[src/rtl/uart_tx_fifo.sv]
// rtl/uart_tx_fifo.sv - FIFO-buffered UART transmitter with parity, 1/2 stop bits and prescaler
module uart_tx_fifo #(
    parameter int DATA_WIDTH     = 8,
    parameter int FIFO_DEPTH     = 4,
    parameter int PRESCALE_WIDTH = 8
) (
    input  logic                      clk,
    input  logic                      rst,
    input  logic                      Data_VLD,
    input  logic [DATA_WIDTH-1:0]     Data,
    input  logic                      P_EN,
    input  logic                      P_type,
    input  logic                      STOP2,
    input  logic [PRESCALE_WIDTH-1:0] Prescale,
    output logic                      TX_OUT,
    output logic                      busy,
    output logic                      full,
    output logic                      overflow
);

    localparam int PTR_W = $clog2(FIFO_DEPTH);
    localparam int CNT_W = PTR_W + 1;
    localparam logic [3:0] LAST_IDX = 4'(DATA_WIDTH - 1);

    typedef enum logic [2:0] {IDLE, START, DATA, PARITY, STOP} state_t;

    // FIFO storage and bookkeeping
    logic [DATA_WIDTH-1:0] mem_q [FIFO_DEPTH];
    logic [PTR_W-1:0]      wr_ptr_q, rd_ptr_q;
    logic [CNT_W-1:0]      count_q;
    logic                  overflow_q;
    logic                  push, pop;

    // Frame engine registers
    state_t                    state_q, state_d;
    logic [PRESCALE_WIDTH-1:0] bit_cnt_q, bit_cnt_d;
    logic [PRESCALE_WIDTH-1:0] plast_q, plast_d;
    logic [3:0]                bit_idx_q, bit_idx_d;
    logic                      stop_idx_q, stop_idx_d;
    logic [DATA_WIDTH-1:0]     shift_q, shift_d;
    logic                      parity_q, parity_d;
    logic                      pen_q, pen_d;
    logic                      stop2_q, stop2_d;
    logic                      tx;
    logic                      load;
    logic                      bit_last;
    logic                      fifo_nempty;

    // A push while full is rejected even if a pop frees a slot in the same cycle
    assign full        = (count_q == CNT_W'(FIFO_DEPTH));
    assign push        = Data_VLD && !full;
    assign fifo_nempty = (count_q != '0);
    assign bit_last    = (bit_cnt_q == plast_q);

    // Word storage; contents need no reset because count gates every read
    always_ff @(posedge clk) begin
        if (push) begin
            mem_q[wr_ptr_q] <= Data;
        end
    end

    // FIFO pointers, occupancy and overflow pulse
    always_ff @(posedge clk) begin
        if (rst) begin
            wr_ptr_q   <= '0;
            rd_ptr_q   <= '0;
            count_q    <= '0;
            overflow_q <= 1'b0;
        end else begin
            if (push) begin
                wr_ptr_q <= wr_ptr_q + PTR_W'(1);
            end
            if (pop) begin
                rd_ptr_q <= rd_ptr_q + PTR_W'(1);
            end
            count_q    <= count_q + CNT_W'(push) - CNT_W'(pop);
            overflow_q <= Data_VLD && full;
        end
    end

    // Frame sequencing: next state, bit timing, head-of-FIFO load and line level
    always_comb begin
        state_d    = state_q;
        bit_cnt_d  = bit_last ? '0 : bit_cnt_q + PRESCALE_WIDTH'(1);
        plast_d    = plast_q;
        bit_idx_d  = bit_idx_q;
        stop_idx_d = stop_idx_q;
        shift_d    = shift_q;
        parity_d   = parity_q;
        pen_d      = pen_q;
        stop2_d    = stop2_q;
        tx         = 1'b1;
        load       = 1'b0;
        pop        = 1'b0;

        case (state_q)
            IDLE: begin
                bit_cnt_d = '0;
                load      = fifo_nempty;
            end
            START: begin
                tx = 1'b0;
                if (bit_last) begin
                    state_d   = DATA;
                    bit_idx_d = '0;
                end
            end
            DATA: begin
                tx = shift_q[0];
                if (bit_last) begin
                    shift_d = shift_q >> 1;
                    if (bit_idx_q == LAST_IDX) begin
                        state_d    = pen_q ? PARITY : STOP;
                        stop_idx_d = 1'b0;
                    end else begin
                        bit_idx_d = bit_idx_q + 4'd1;
                    end
                end
            end
            PARITY: begin
                tx = parity_q;
                if (bit_last) begin
                    state_d    = STOP;
                    stop_idx_d = 1'b0;
                end
            end
            STOP: begin
                if (bit_last) begin
                    if (stop_idx_q == stop2_q) begin
                        // Chain straight into the next frame when a word is waiting
                        if (fifo_nempty) begin
                            load = 1'b1;
                        end else begin
                            state_d = IDLE;
                        end
                    end else begin
                        stop_idx_d = 1'b1;
                    end
                end
            end
            default: begin
                state_d = IDLE;
            end
        endcase

        // Frame start: take the head word and freeze the line configuration
        if (load) begin
            pop        = 1'b1;
            state_d    = START;
            bit_cnt_d  = '0;
            bit_idx_d  = '0;
            stop_idx_d = 1'b0;
            shift_d    = mem_q[rd_ptr_q];
            parity_d   = (^mem_q[rd_ptr_q]) ^ P_type;
            pen_d      = P_EN;
            stop2_d    = STOP2;
            plast_d    = (Prescale == '0) ? '0 : Prescale - PRESCALE_WIDTH'(1);
        end
    end

    // Frame engine state register
    always_ff @(posedge clk) begin
        if (rst) begin
            state_q    <= IDLE;
            bit_cnt_q  <= '0;
            plast_q    <= '0;
            bit_idx_q  <= '0;
            stop_idx_q <= 1'b0;
            shift_q    <= '0;
            parity_q   <= 1'b0;
            pen_q      <= 1'b0;
            stop2_q    <= 1'b0;
        end else begin
            state_q    <= state_d;
            bit_cnt_q  <= bit_cnt_d;
            plast_q    <= plast_d;
            bit_idx_q  <= bit_idx_d;
            stop_idx_q <= stop_idx_d;
            shift_q    <= shift_d;
            parity_q   <= parity_d;
            pen_q      <= pen_d;
            stop2_q    <= stop2_d;
        end
    end

    assign TX_OUT   = tx;
    assign busy     = (state_q != IDLE) || fifo_nempty;
    assign overflow = overflow_q;

endmodule

[config.mk]
export PLATFORM = sky130hd
export DESIGN_NAME = uart_tx_fifo
export DESIGN_NICKNAME = d
export VERILOG_FILES = /design/src/rtl/uart_tx_fifo.sv
export SDC_FILE = /design/constraint.sdc
export NUM_CORES = 1
export LEC_CHECK = 0
export ABC_AREA = 1
export BUFFER_PORTS_ARGS = -buffer_cell sky130_fd_sc_hd__buf_2
export CAP_MARGIN = 20
export CORE_UTILIZATION = 54
export DETAILED_ROUTE_END_ITERATION = 16
export GPL_TIMING_DRIVEN = 1
export HOLD_SLACK_MARGIN = 0.06
export PLACE_DENSITY_LB_ADDON = 0.3
export SETUP_SLACK_MARGIN = 0.1
export SLEW_MARGIN = 10
export SYNTH_ARGS = -nofsm -noshare
export SYNTH_HDL_FRONTEND = slang
export SYNTH_SLANG_ARGS = --single-unit
export TNS_END_PERCENT = 20
[constraint.sdc]
create_clock -name clk -period 2 [get_ports clk]
set_input_delay 0.2 -clock clk [delete_from_list [all_inputs] [get_ports clk]]
set_output_delay 0.2 -clock clk [all_outputs]
set_load 0.005 [all_outputs]
==> results by group, run 1 <==
Outcome
  • Outcome: completed

Global route
  • Pin count of the biggest net entering global routing: 18
  • Tot GR Track Use: 0.2211
  • Initial antenna violation count: 0
  • First-pass GRT wire length: 12.82 mm
  • Vias in the first global route: 3058
  • GR Overflow Total: 0

Layout
  • Final std cells w/o fill: 637
  • Area Growth Syn to Fin: 17.31%
  • NumNets Final: 567
  • Post-route cell area: 4528 sq um
  • Most common cell after layout, fill and taps aside: nand2_1
  • Core Util, Final: 0.6628
  • Final antenna diode count: 0
  • Register area: 1874 sq um
  • Fillers: 593
  • Multi-input logic area: 1744 sq um
  • Layout cells sized above 1: 0.1996
  • Most frequent cells in the layout: nand2_1, inv_1, dfxtp_1

Clock network
  • Max Buffers Root-to-Sink: 2
  • TritonCTS Buffers: 9
  • H-tree Lvls: 3
  • Clk_lat worst skew: 0.35 ns
  • Clock transition at path regs: 0.08 ns
  • Clk sinks: 77
  • CTS Root Cell: clkbuf_8
  • CTS tree: done

STA
  • Post-route setup TNS: 0 ns
  • FMAX: 0.5074 GHz
  • Final min period: 1.971 ns
  • Slew @ Worst Pin: 0.3776 ns
  • RSZ-0062 raised after global routing: yes
  • Fin crit share: 0.9855
  • Skew final: 0.01063 ns
  • Count of final setup violators: 0
  • Worst hold slack: 0.06611 ns
  • Final slew viol count: 0
  • Final Hold Fails: 0
  • Normalized max-slew margin: 0.7463
  • Post-route setup slack: 0.02910 ns

Min path
  • HP Class: input port to register

Worst setup path
  • Worst flop-to-flop path endpoint: count_q[1]
  • CP startpoint: bit_cnt_q[0]
  • CP max stage cell: fa_2
  • WP data required: 2.29 ns
  • Crit path to: count_q[1]
  • Reg2reg start: bit_cnt_q[0]
  • Critical Path AT: 2.26 ns
  • Worst Setup Start Kind: register
  • CP dominant cell by count: nand2_2
  • Worst path max stage delay: 0.51 ns
  • Reg2reg path depth: 15
  • Crit path depth: 15
  • Crit path capture type: register
  • CP bufs+invs: 4
  • WS Path Type: register to register
  • CP top delay family: simple AND/OR/NAND/NOR gates
  • Reg2Reg Setup Slack: 0.03 ns
  • Crit path cell chain: inv_2 -> nand2_1 -> nand4_1 -> nor2_1 -> nand2_2 -> inv_2 -> nand2_2 -> nand2_4 -> inv_2 -> nand2_2 -> nand2_2 -> ha_4 -> fa_2 -> inv_1 -> nor2_1
  • CP Max Fanout: 5

Routing
  • Final WL: 7.567 mm
  • Drt first pass iters: 5
  • Post-route ant nets: 0
  • Vias per cell: 5.033
  • Initial DRC Count: 136
  • DR WL/cell: 11.88 um
  • Vias: 3206
  • Drt drc: 0

Synthesis
  • Distinct cells, synth: 40
  • Cell Area, Synth: 3860 sq um
  • Synthesized net count: 516
  • Ys async rst share: 0
  • Synthesis Warnings: 0
  • Synth Instances: 485
  • Post-synth EDFFs: 32
  • Part of the Yosys area used for sequential elements: 0.4823
  • Most used DFF post-synth: dfxtp_1
  • Seq cells post-synth: 77
  • Mean area per synthesized cell: 7.959 sq um

Placed design
  • GP Congestion: 0.8769
  • Pre-CTS worst setup slack: -0.04873 ns
  • Placed cells: 612
  • Port bufs: 25
  • Placed cell area: 4156 sq um
  • Post-DP HPWL: 5.396 mm

Die
  • IO Count: 26
  • Die width: 86.55 um
  • Die area: 7490 sq um
  • Core ar.: 6832 sq um
  • Row cnt: 30
  • Chip height: 86.55 um
  • Initial core utilization: 0.5650

Power
  • Power, Total: 6.469 mW
  • Leakage Power: 1.975 nW
  • Worst vdd ir: 612.8 uV
  • P per Cell Area: 1429 nW/um^2

Flow run
  • Max-cap violation count: 0
-- cell families after synthesis --
| family | synth area share |
|---|---|
| and+or+nand+nor | 0.2921 |
| xor gates and xnor gates | 0.02723 |
| adders and majority gates | 0.03112 |
| DFF | 0.4823 |
| buffers and inverters | 0.07617 |
| AOI/OAI and AO/OA | 0.09109 |
-- synth_stat cells (2+ instances only) --
library cell / number / area (sq um)
a31oi_1: 2 / 12.51
inv_1: 48 / 180.2
o22ai_2: 2 / 25.02
dfxtp_1: 45 / 900.9
nand3_2: 2 / 20.02
o21ai_0: 13 / 65.06
nand2_1: 168 / 630.6
a22oi_1: 6 / 45.04
a21oi_2: 3 / 26.28
buf_2: 2 / 10.01
nor2_1: 32 / 120.1
nor3_1: 7 / 35.03
nor2_4: 2 / 22.52
inv_2: 6 / 22.52
o21ai_1: 2 / 10.01
a22oi_2: 2 / 25.02
ha_1: 8 / 100.1
buf_4: 4 / 30.03
edfxtp_1: 32 / 960.9
o22ai_1: 6 / 37.54
a21oi_1: 18 / 90.09
nor2_2: 3 / 18.77
nor4_1: 2 / 12.51
nand3_1: 36 / 180.2
xor2_1: 11 / 96.34
buf_6: 2 / 22.52
nand4_1: 5 / 31.28
nand2_2: 4 / 25.02
-- cell type report --
type                    instances  share of cell area
clock buffers                  11             0.03592
clock inverters                 5             0.01713
inverters                      56             0.04780
multi-input cells             342              0.3852
flip-flops and latches         77              0.4139
well taps                      96             0.02653
repair buffers                 50             0.07350
-- state kept, by name, indices dropped and copies added (netlist names), named ones only --
name and count:
overflow 1, count_q 3, plast_q 8, mem_q 32, bit_idx_q 4, shift_q 8
pen_q 1, stop_idx_q 1, rd_ptr_q 2, wr_ptr_q 2, parity_q 1, state_q 3
stop2_q 1, bit_cnt_q 8
-- where the power goes --
group          total [mW]  internal [mW]  switching, mW
Clock                1.38          0.812          0.572
Sequential           2.17           1.98          0.193
Combinational        2.91           1.09           1.82
Total                6.47           3.88           2.59
-- worst min-delay path by stage --
stage | from | to | slack [ns] | cells past startpoint
after floorplan | rst | shift_q[0] | 0.27 | 1
after global placement | Data[7] | mem_q[1][7] | 0.41 | 1
after detailed placement | Data[7] | mem_q[0][7] | 0.42 | 1
after CTS | Data[2] | mem_q[2][2] | 0.06 | 1
after global routing | Data[5] | mem_q[1][5] | 0.06 | 1
final | Data[5] | mem_q[1][5] | 0.07 | 1
-- metal layers --
layer	part of all wire	global-route usage	vias to the layer above	wire length, um
met2	0.50	0.3867	63	3770
met1	0.45	0.2689	1438	3386
li1	-	-	1680	-
met3	0.033	0.04857	25	250
met4	0.021	0.07879	0	160
met5	0	0	-	0
-- what timing repair did --
action / in CTS / in global routing
gates resized for setup: 5 / 13
endpoints found under the setup margin: 2 / 35
hold endpoints to repair: 11 / 4
hold buffers: 4 / 1
pin swaps: 3 / 7
setup buffers: 4 / 2
Power figures use the tool's default switching activity.
==> inputs of run 2 (changes only) <==
--- a/config.mk
+++ b/config.mk
@@ -8,7 +8,7 @@
 export ABC_AREA = 1
 export BUFFER_PORTS_ARGS = -buffer_cell sky130_fd_sc_hd__buf_2
 export CAP_MARGIN = 20
-export CORE_UTILIZATION = 54
+export CORE_UTILIZATION = 57
 export DETAILED_ROUTE_END_ITERATION = 16
 export GPL_TIMING_DRIVEN = 1
 export HOLD_SLACK_MARGIN = 0.06
==> constraint.sdc (replaced) <==
create_clock -name clk -period 2.2 [get_ports clk]
set_input_delay 0.22 -clock clk [delete_from_list [all_inputs] [get_ports clk]]
set_output_delay 0.22 -clock clk [all_outputs]
set_load 0.005 [all_outputs]
==> results by group, run 2 (same netlist as run 1, synthesis figures left out) <==
Outcome
  • Outcome: completed (unchanged)

Layout
  • Post-route cell area: 4420 sq um (was 4528 sq um)
  • Max reg flops: 32 (unchanged)
  • Layout cells sized above 1: 0.2228 (was 0.1996)
  • Area Growth Syn to Fin: 14.52% (was 17.31%)
  • Most common cell after layout, fill and taps aside: nand2_1 (unchanged)
  • Most flop-heavy register: mem_q (unchanged)
  • NumNets Final: 560 (was 567)
  • Most frequent cells in the layout: nand2_1, inv_1, nand3_1 (was nand2_1, inv_1, dfxtp_1)
  • Final antenna diode count: 0 (unchanged)

Global route
  • GR Overflow Total: 0 (unchanged)
  • Pin count of the biggest net entering global routing: 20 (was 18)
  • Vias in the first global route: 3012 (was 3058)
  • Tot GR Track Use: 0.2305 (was 0.2211)
  • Initial antenna violation count: 0 (unchanged)
  • First-pass GRT wire length: 13.03 mm (was 12.82 mm)

Worst setup path
  • WS Path Type: register to register (unchanged)
  • WP data required: 2.49 ns (was 2.29 ns)
  • Crit path capture type: register (unchanged)
  • Reg2Reg Setup Slack: 0.21 ns (was 0.03 ns)
  • Crit path to: count_q[1] (unchanged)
  • CP Max Fanout: 3 (was 5)
  • CP startpoint: state_q[0] (was bit_cnt_q[0])
  • Critical Path AT: 2.29 ns (was 2.26 ns)
  • Worst Setup Start Kind: register (unchanged)
  • Worst flop-to-flop path endpoint: count_q[1] (unchanged)
  • Reg2reg start: state_q[0] (was bit_cnt_q[0])
  • Reg2reg path depth: 14 (was 15)

STA
  • Post-route setup TNS: 0 ns (unchanged)
  • FMAX: 0.5025 GHz (was 0.5074 GHz)
  • Skew final: 0.01195 ns (was 0.01063 ns)
  • Post-route setup slack: 0.2098 ns (was 0.02910 ns)
  • Worst hold slack: 0.07941 ns (was 0.06611 ns)
  • Final min period: 1.990 ns (was 1.971 ns)
  • Final Hold Fails: 0 (unchanged)
  • Slew @ Worst Pin: 0.4787 ns (was 0.3776 ns)
  • RSZ-0062 raised after global routing: no (was yes)
  • Fin crit share: 0.9047 (was 0.9855)
  • Count of final setup violators: 0 (unchanged)
  • Normalized max-slew margin: 0.6804 (was 0.7463)
  • Final slew viol count: 0 (unchanged)

Clock network
  • Clock transition at path regs: 0.08 ns (about the same)
  • H-tree Lvls: 3 (unchanged)
  • Max Buffers Root-to-Sink: 2 (unchanged)
  • CTS Root Cell: clkbuf_8 (unchanged)
  • Hold Buf Count CTS: 0 (was 4)
  • CTS tree: done (unchanged)
  • Clk_lat worst skew: 0.35 ns (about the same)
  • TritonCTS Buffers: 9 (unchanged)
  • Clk sinks: 77 (unchanged)

Power
  • Power, Total: 5.716 mW (was 6.469 mW)
  • Clock share of power: 0.196 (was 0.214)
  • Leakage Power: 1.927 nW (was 1.975 nW)
  • Sw frac: 0.4106 (was 0.4000)
  • P per Cell Area: 1293 nW/um^2 (was 1429 nW/um^2)
  • Switching pwr: 2.347 mW (was 2.588 mW)
  • Comb power frac: 0.452 (was 0.450)
  • P_int: 3.369 mW (was 3.881 mW)
  • Sequential share of power: 0.352 (was 0.336)
  • Worst vdd ir: 764.3 uV (was 612.8 uV)

Routing
  • Final WL: 7.762 mm (was 7.567 mm)
  • Drt first pass iters: 4 (was 5)
  • Post-route ant nets: 0 (unchanged)
  • Vias: 3197 (was 3206)
  • DR WL/cell: 12.70 um (was 11.88 um)
  • Vias per cell: 5.232 (was 5.033)
  • Initial DRC Count: 164 (was 136)
  • Drt drc: 0 (unchanged)

Placed design
  • Placed cell area: 4094 sq um (was 4156 sq um)
  • Pre-CTS worst setup slack: 0.1280 ns (was -0.04873 ns)
  • Port bufs: 25 (unchanged)
  • Post-DP HPWL: 5.552 mm (was 5.396 mm)
  • GP Congestion: 0.8390 (was 0.8769)

Die
  • Chip height: 84.29 um (was 86.55 um)
  • Core ar.: 6459 sq um (was 6832 sq um)
  • Die width: 84.29 um (was 86.55 um)
  • IO Count: 26 (unchanged)
  • Row cnt: 29 (was 30)
  • Die area: 7105 sq um (was 7490 sq um)
  • Initial core utilization: 0.5976 (was 0.5650)

Flow run
  • Max-cap violation count: 0 (unchanged)

Min path
  • HP Class: input port to register (unchanged)
## run 2: power by group through the flow
stage                     registers, mW  logic [mW]  clock network, mW
final                              2.01        2.58               1.12
after CTS                          1.98        2.39               1.13
after floorplan                    1.95        1.95                  0
after detailed placement           2.01        2.38                  0
after global placement             2.00        2.31                  0
after global routing               2.04        2.91               1.19
## run 2: what timing repair did
item,4_1_cts,5_1_grt
buffers inserted,0,6
setup endpoints to repair,0,3
resized for setup,0,39
## run 2: stage by stage
step | util | instances
after detailed placement | 0.6339 | 589
after floorplan | - | 485
after global placement | 0.6339 | 589
after CTS | 0.6656 | 605
final | 0.6844 | 611
after global routing | 0.6844 | 611
## run 2: how the worst min path moves through the flow
stage / from / depth (start not counted) / endpoint
floorplan: rst / 1 / shift_q[0]
detailed placement: Data[7] / 1 / mem_q[2][7]
finish: Data[7] / 1 / mem_q[2][7]
CTS: Data[5] / 1 / mem_q[0][5]
global placement: Data[6] / 1 / mem_q[3][6]
global route: Data[2] / 1 / mem_q[1][2]
## run 2: critical path: stages, from the launching register on
cell and delay [ns]:
dfxtp_2 0.34, nor2_2 0.11, inv_2 0.06, nor2_4 0.12, nand2_2 0.07, nor2_2 0.12
nand2_2 0.08, nand2_4 0.10, inv_6 0.04, nand2_2 0.05, nand2_2 0.06, ha_4 0.16
fa_2 0.52, inv_1 0.04, nor2_1 0.07
## run 2: cell type report
cell class | count | area (sq um)
multi-input cells | 342 | 1757
well taps | 77 | 96.34
clock buffers | 10 | 127.6
clock inverters | 6 | 77.57
repair buffers | 43 | 260.3
flip-flops and latches | 77 | 1884
inverters | 56 | 217.7
fillers | 505 | 2038
## run 2: metal layers
layer,track usage,part of all wire,up-vias
li1,-,-,1664
met1,0.2802,0.44,1478
met2,0.4106,0.52,41
met3,0.04720,0.027,14
met4,0.07367,0.019,0
met5,0,0,-
==> inputs of run 3 (changes only) <==
--- a/config.mk
+++ b/config.mk
@@ -8,11 +8,12 @@
 export ABC_AREA = 1
 export BUFFER_PORTS_ARGS = -buffer_cell sky130_fd_sc_hd__buf_2
 export CAP_MARGIN = 20
-export CORE_UTILIZATION = 57
+export CORE_UTILIZATION = 60
 export DETAILED_ROUTE_END_ITERATION = 16
 export GPL_TIMING_DRIVEN = 1
 export HOLD_SLACK_MARGIN = 0.06
 export PLACE_DENSITY_LB_ADDON = 0.3
+export REMOVE_ABC_BUFFERS = 1
 export SETUP_SLACK_MARGIN = 0.1
 export SLEW_MARGIN = 10
 export SYNTH_ARGS = -nofsm -noshare
==> results by group, run 3 (same netlist as run 1, synthesis figures left out) <==
Outcome
  • Outcome: completed (unchanged)

Power
  • P per Cell Area: 1252 nW/um^2 (was 1293 nW/um^2)
  • Power, Total: 5.390 mW (was 5.716 mW)
  • Leakage Power: 1.867 nW (was 1.927 nW)
  • Worst vdd ir: 646.2 uV (was 764.3 uV)

Worst setup path
  • Worst path max stage delay: 0.53 ns (was 0.52 ns)
  • WP data required: 2.48 ns (was 2.49 ns)
  • Worst Setup Start Kind: register (unchanged)
  • Crit path capture type: register (unchanged)
  • WS Path Type: register to register (unchanged)
  • Reg2reg start: bit_cnt_q[6] (was state_q[0])
  • Crit path cell chain: inv_1 -> nand2_1 -> nand4_1 -> nor2_1 -> nand2_2 -> inv_2 -> nand2_2 -> nand2_4 -> inv_2 -> nand2_2 -> nand2_2 -> ha_4 -> fa_2 -> inv_2 -> nor2_2 (was nor2_2 -> inv_2 -> nor2_4 -> nand2_2 -> nor2_2 -> nand2_2 -> nand2_4 -> inv_6 -> nand2_2 -> nand2_2 -> ha_4 -> fa_2 -> inv_1 -> nor2_1)
  • CP bufs+invs: 4 (was 3)
  • CP Max Fanout: 4 (was 3)
  • CP dominant cell by count: nand2_2 (unchanged)
  • Reg2Reg Setup Slack: 0.20 ns (was 0.21 ns)
  • Critical Path AT: 2.28 ns (was 2.29 ns)
  • Worst flop-to-flop path endpoint: count_q[1] (unchanged)
  • CP top delay family: simple AND/OR/NAND/NOR gates (unchanged)
  • Reg2reg path depth: 15 (was 14)
  • CP max stage cell: fa_2 (unchanged)

Die
  • Initial core utilization: 0.6369 (was 0.5976)
  • Core ar.: 6061 sq um (was 6459 sq um)
  • Die area: 6758 sq um (was 7105 sq um)
  • Chip height: 82.21 um (was 84.29 um)
  • Row cnt: 28 (was 29)
  • IO Count: 26 (unchanged)
  • Die width: 82.21 um (was 84.29 um)

STA
  • Final min period: 2.002 ns (was 1.990 ns)
  • Final slew viol count: 0 (unchanged)
  • FMAX: 0.4996 GHz (was 0.5025 GHz)
  • Post-route setup TNS: 0 ns (unchanged)
  • Slew @ Worst Pin: 0.5009 ns (was 0.4787 ns)
  • Worst hold slack: 0.07995 ns (was 0.07941 ns)
  • Normalized max-slew margin: 0.6653 (was 0.6804)
  • Final Hold Fails: 0 (unchanged)
  • Fin crit share: 0.9098 (was 0.9047)
  • Count of final setup violators: 0 (unchanged)
  • RSZ-0062 raised after global routing: yes (was no)
  • Skew final: 0.007032 ns (was 0.01195 ns)

Routing
  • Vias per cell: 5.265 (was 5.232)
  • Final WL: 7.511 mm (was 7.762 mm)
  • DR WL/cell: 12.46 um (was 12.70 um)
  • Initial DRC Count: 189 (was 164)
  • Vias: 3175 (was 3197)
  • Drt drc: 0 (unchanged)
  • Post-route ant nets: 0 (unchanged)
  • Drt first pass iters: 8 (was 4)

Layout
  • Layout cells sized above 1: 0.1913 (was 0.2228)
  • Multi-input logic area: 1754 sq um (was 1757 sq um)
  • Area Growth Syn to Fin: 11.57% (was 14.52%)
  • Most common cell after layout, fill and taps aside: nand2_1 (unchanged)
  • Max reg flops: 32 (unchanged)
  • NumNets Final: 554 (was 560)
  • Final antenna diode count: 0 (unchanged)
  • Register area: 1878 sq um (was 1884 sq um)
  • Final std cells w/o fill: 603 (was 611)
  • Most flop-heavy register: mem_q (unchanged)
  • Most frequent cells in the layout: nand2_1, inv_1, nand3_1 (unchanged)
  • Fillers: 504 (was 505)

Clock network
  • Postcts setup bufs: 0 (unchanged)
  • Hold Buf Count CTS: 0 (unchanged)
  • H-tree Lvls: 3 (unchanged)
  • Clk sinks: 77 (unchanged)
  • CTS tree: done (unchanged)
  • Clock transition at path regs: 0.07 ns (was 0.08 ns)
  • CTS Root Cell: clkbuf_8 (unchanged)
  • Clk_lat worst skew: 0.34 ns (was 0.35 ns)
  • Max Buffers Root-to-Sink: 2 (unchanged)
  • TritonCTS Buffers: 9 (unchanged)

Min path
  • Worst Hold Depth: 2 (was 1)
  • Hold Path End: plast_q[0] (was mem_q[2][7])
  • Hold Startpoint: Prescale[0] (was Data[7])
  • HP Class: input port to register (unchanged)

Placed design
  • Port bufs: 25 (unchanged)
  • GP Congestion: 0.8882 (was 0.8390)
  • Placed cells: 587 (was 589)
  • Post-DP HPWL: 5.434 mm (was 5.552 mm)

Global route
  • Vias in the first global route: 2882 (was 3012)
  • GR Overflow Total: 0 (unchanged)
  • Pin count of the biggest net entering global routing: 18 (was 20)
  • Tot GR Track Use: 0.2379 (was 0.2305)
  • Initial antenna violation count: 0 (unchanged)
  • First-pass GRT wire length: 11.87 mm (was 13.03 mm)

Flow run
  • Max-cap violation count: 0 (unchanged)
[run 3: how the worst max path moves through the flow]
stage	slack, ns	start	to	cells after the start
after floorplan	0.06	bit_cnt_q[4]	count_q[2]	15
after global placement	0.21	state_q[2]	count_q[2]	13
after detailed placement	0.11	state_q[2]	count_q[2]	13
after CTS	0.10	state_q[1]	count_q[2]	14
after global routing	0.05	bit_cnt_q[5]	count_q[2]	15
final	0.20	bit_cnt_q[6]	count_q[1]	15
[run 3: stage by stage]
step	util	area [sq um]	setup slack (ns)
2_1_floorplan	-	3779	0.06335
3_3_place_gp	0.6744	4088	0.2114
3_5_place_dp	0.6744	4088	0.1066
4_1_cts	0.6998	4242	0.1031
5_1_grt	0.7106	4307	0.05419
6_report	0.7106	4307	0.1984
[run 3: worst register-to-register path: stages, from the launching register on]
cell	delay, ns
dfxtp_2	0.33
inv_1	0.06
nand2_1	0.07
nand4_1	0.11
nor2_1	0.14
nand2_2	0.08
inv_2	0.06
nand2_2	0.06
nand2_4	0.08
inv_2	0.05
nand2_2	0.06
nand2_2	0.06
ha_4	0.16
fa_2	0.53
inv_2	0.04
nor2_2	0.06
[run 3: area by class of cell]
class	instances	share of cell area
flip-flops and latches	77	0.4361
clock inverters	3	0.003196
repair buffers	37	0.04997
inverters	56	0.04939
well taps	75	0.02179
multi-input cells	342	0.4073
clock buffers	13	0.03225
[run 3: report_power, final]
group	switching [mW]	internal, mW	leakage [nW]	total (mW)
registers	0.193	1.80	0.666	1.99
clock network	0.468	0.404	0.0788	0.872
logic	1.63	0.895	1.12	2.52
total	2.29	3.10	1.87	5.39
[run 3: timing repair]
action,4_1_cts,5_1_grt
endpoints found under the setup margin,1,2
pin swaps,0,10
resized for setup,1,29
[run 3: layer usage]
layer	wire [um]	global-route usage	vias up
met5	0	0	-
met2	3860	0.4207	76
met3	370	0.05165	13
li1	-	-	1651
met4	138	0.1263	0
met1	3140	0.2667	1435
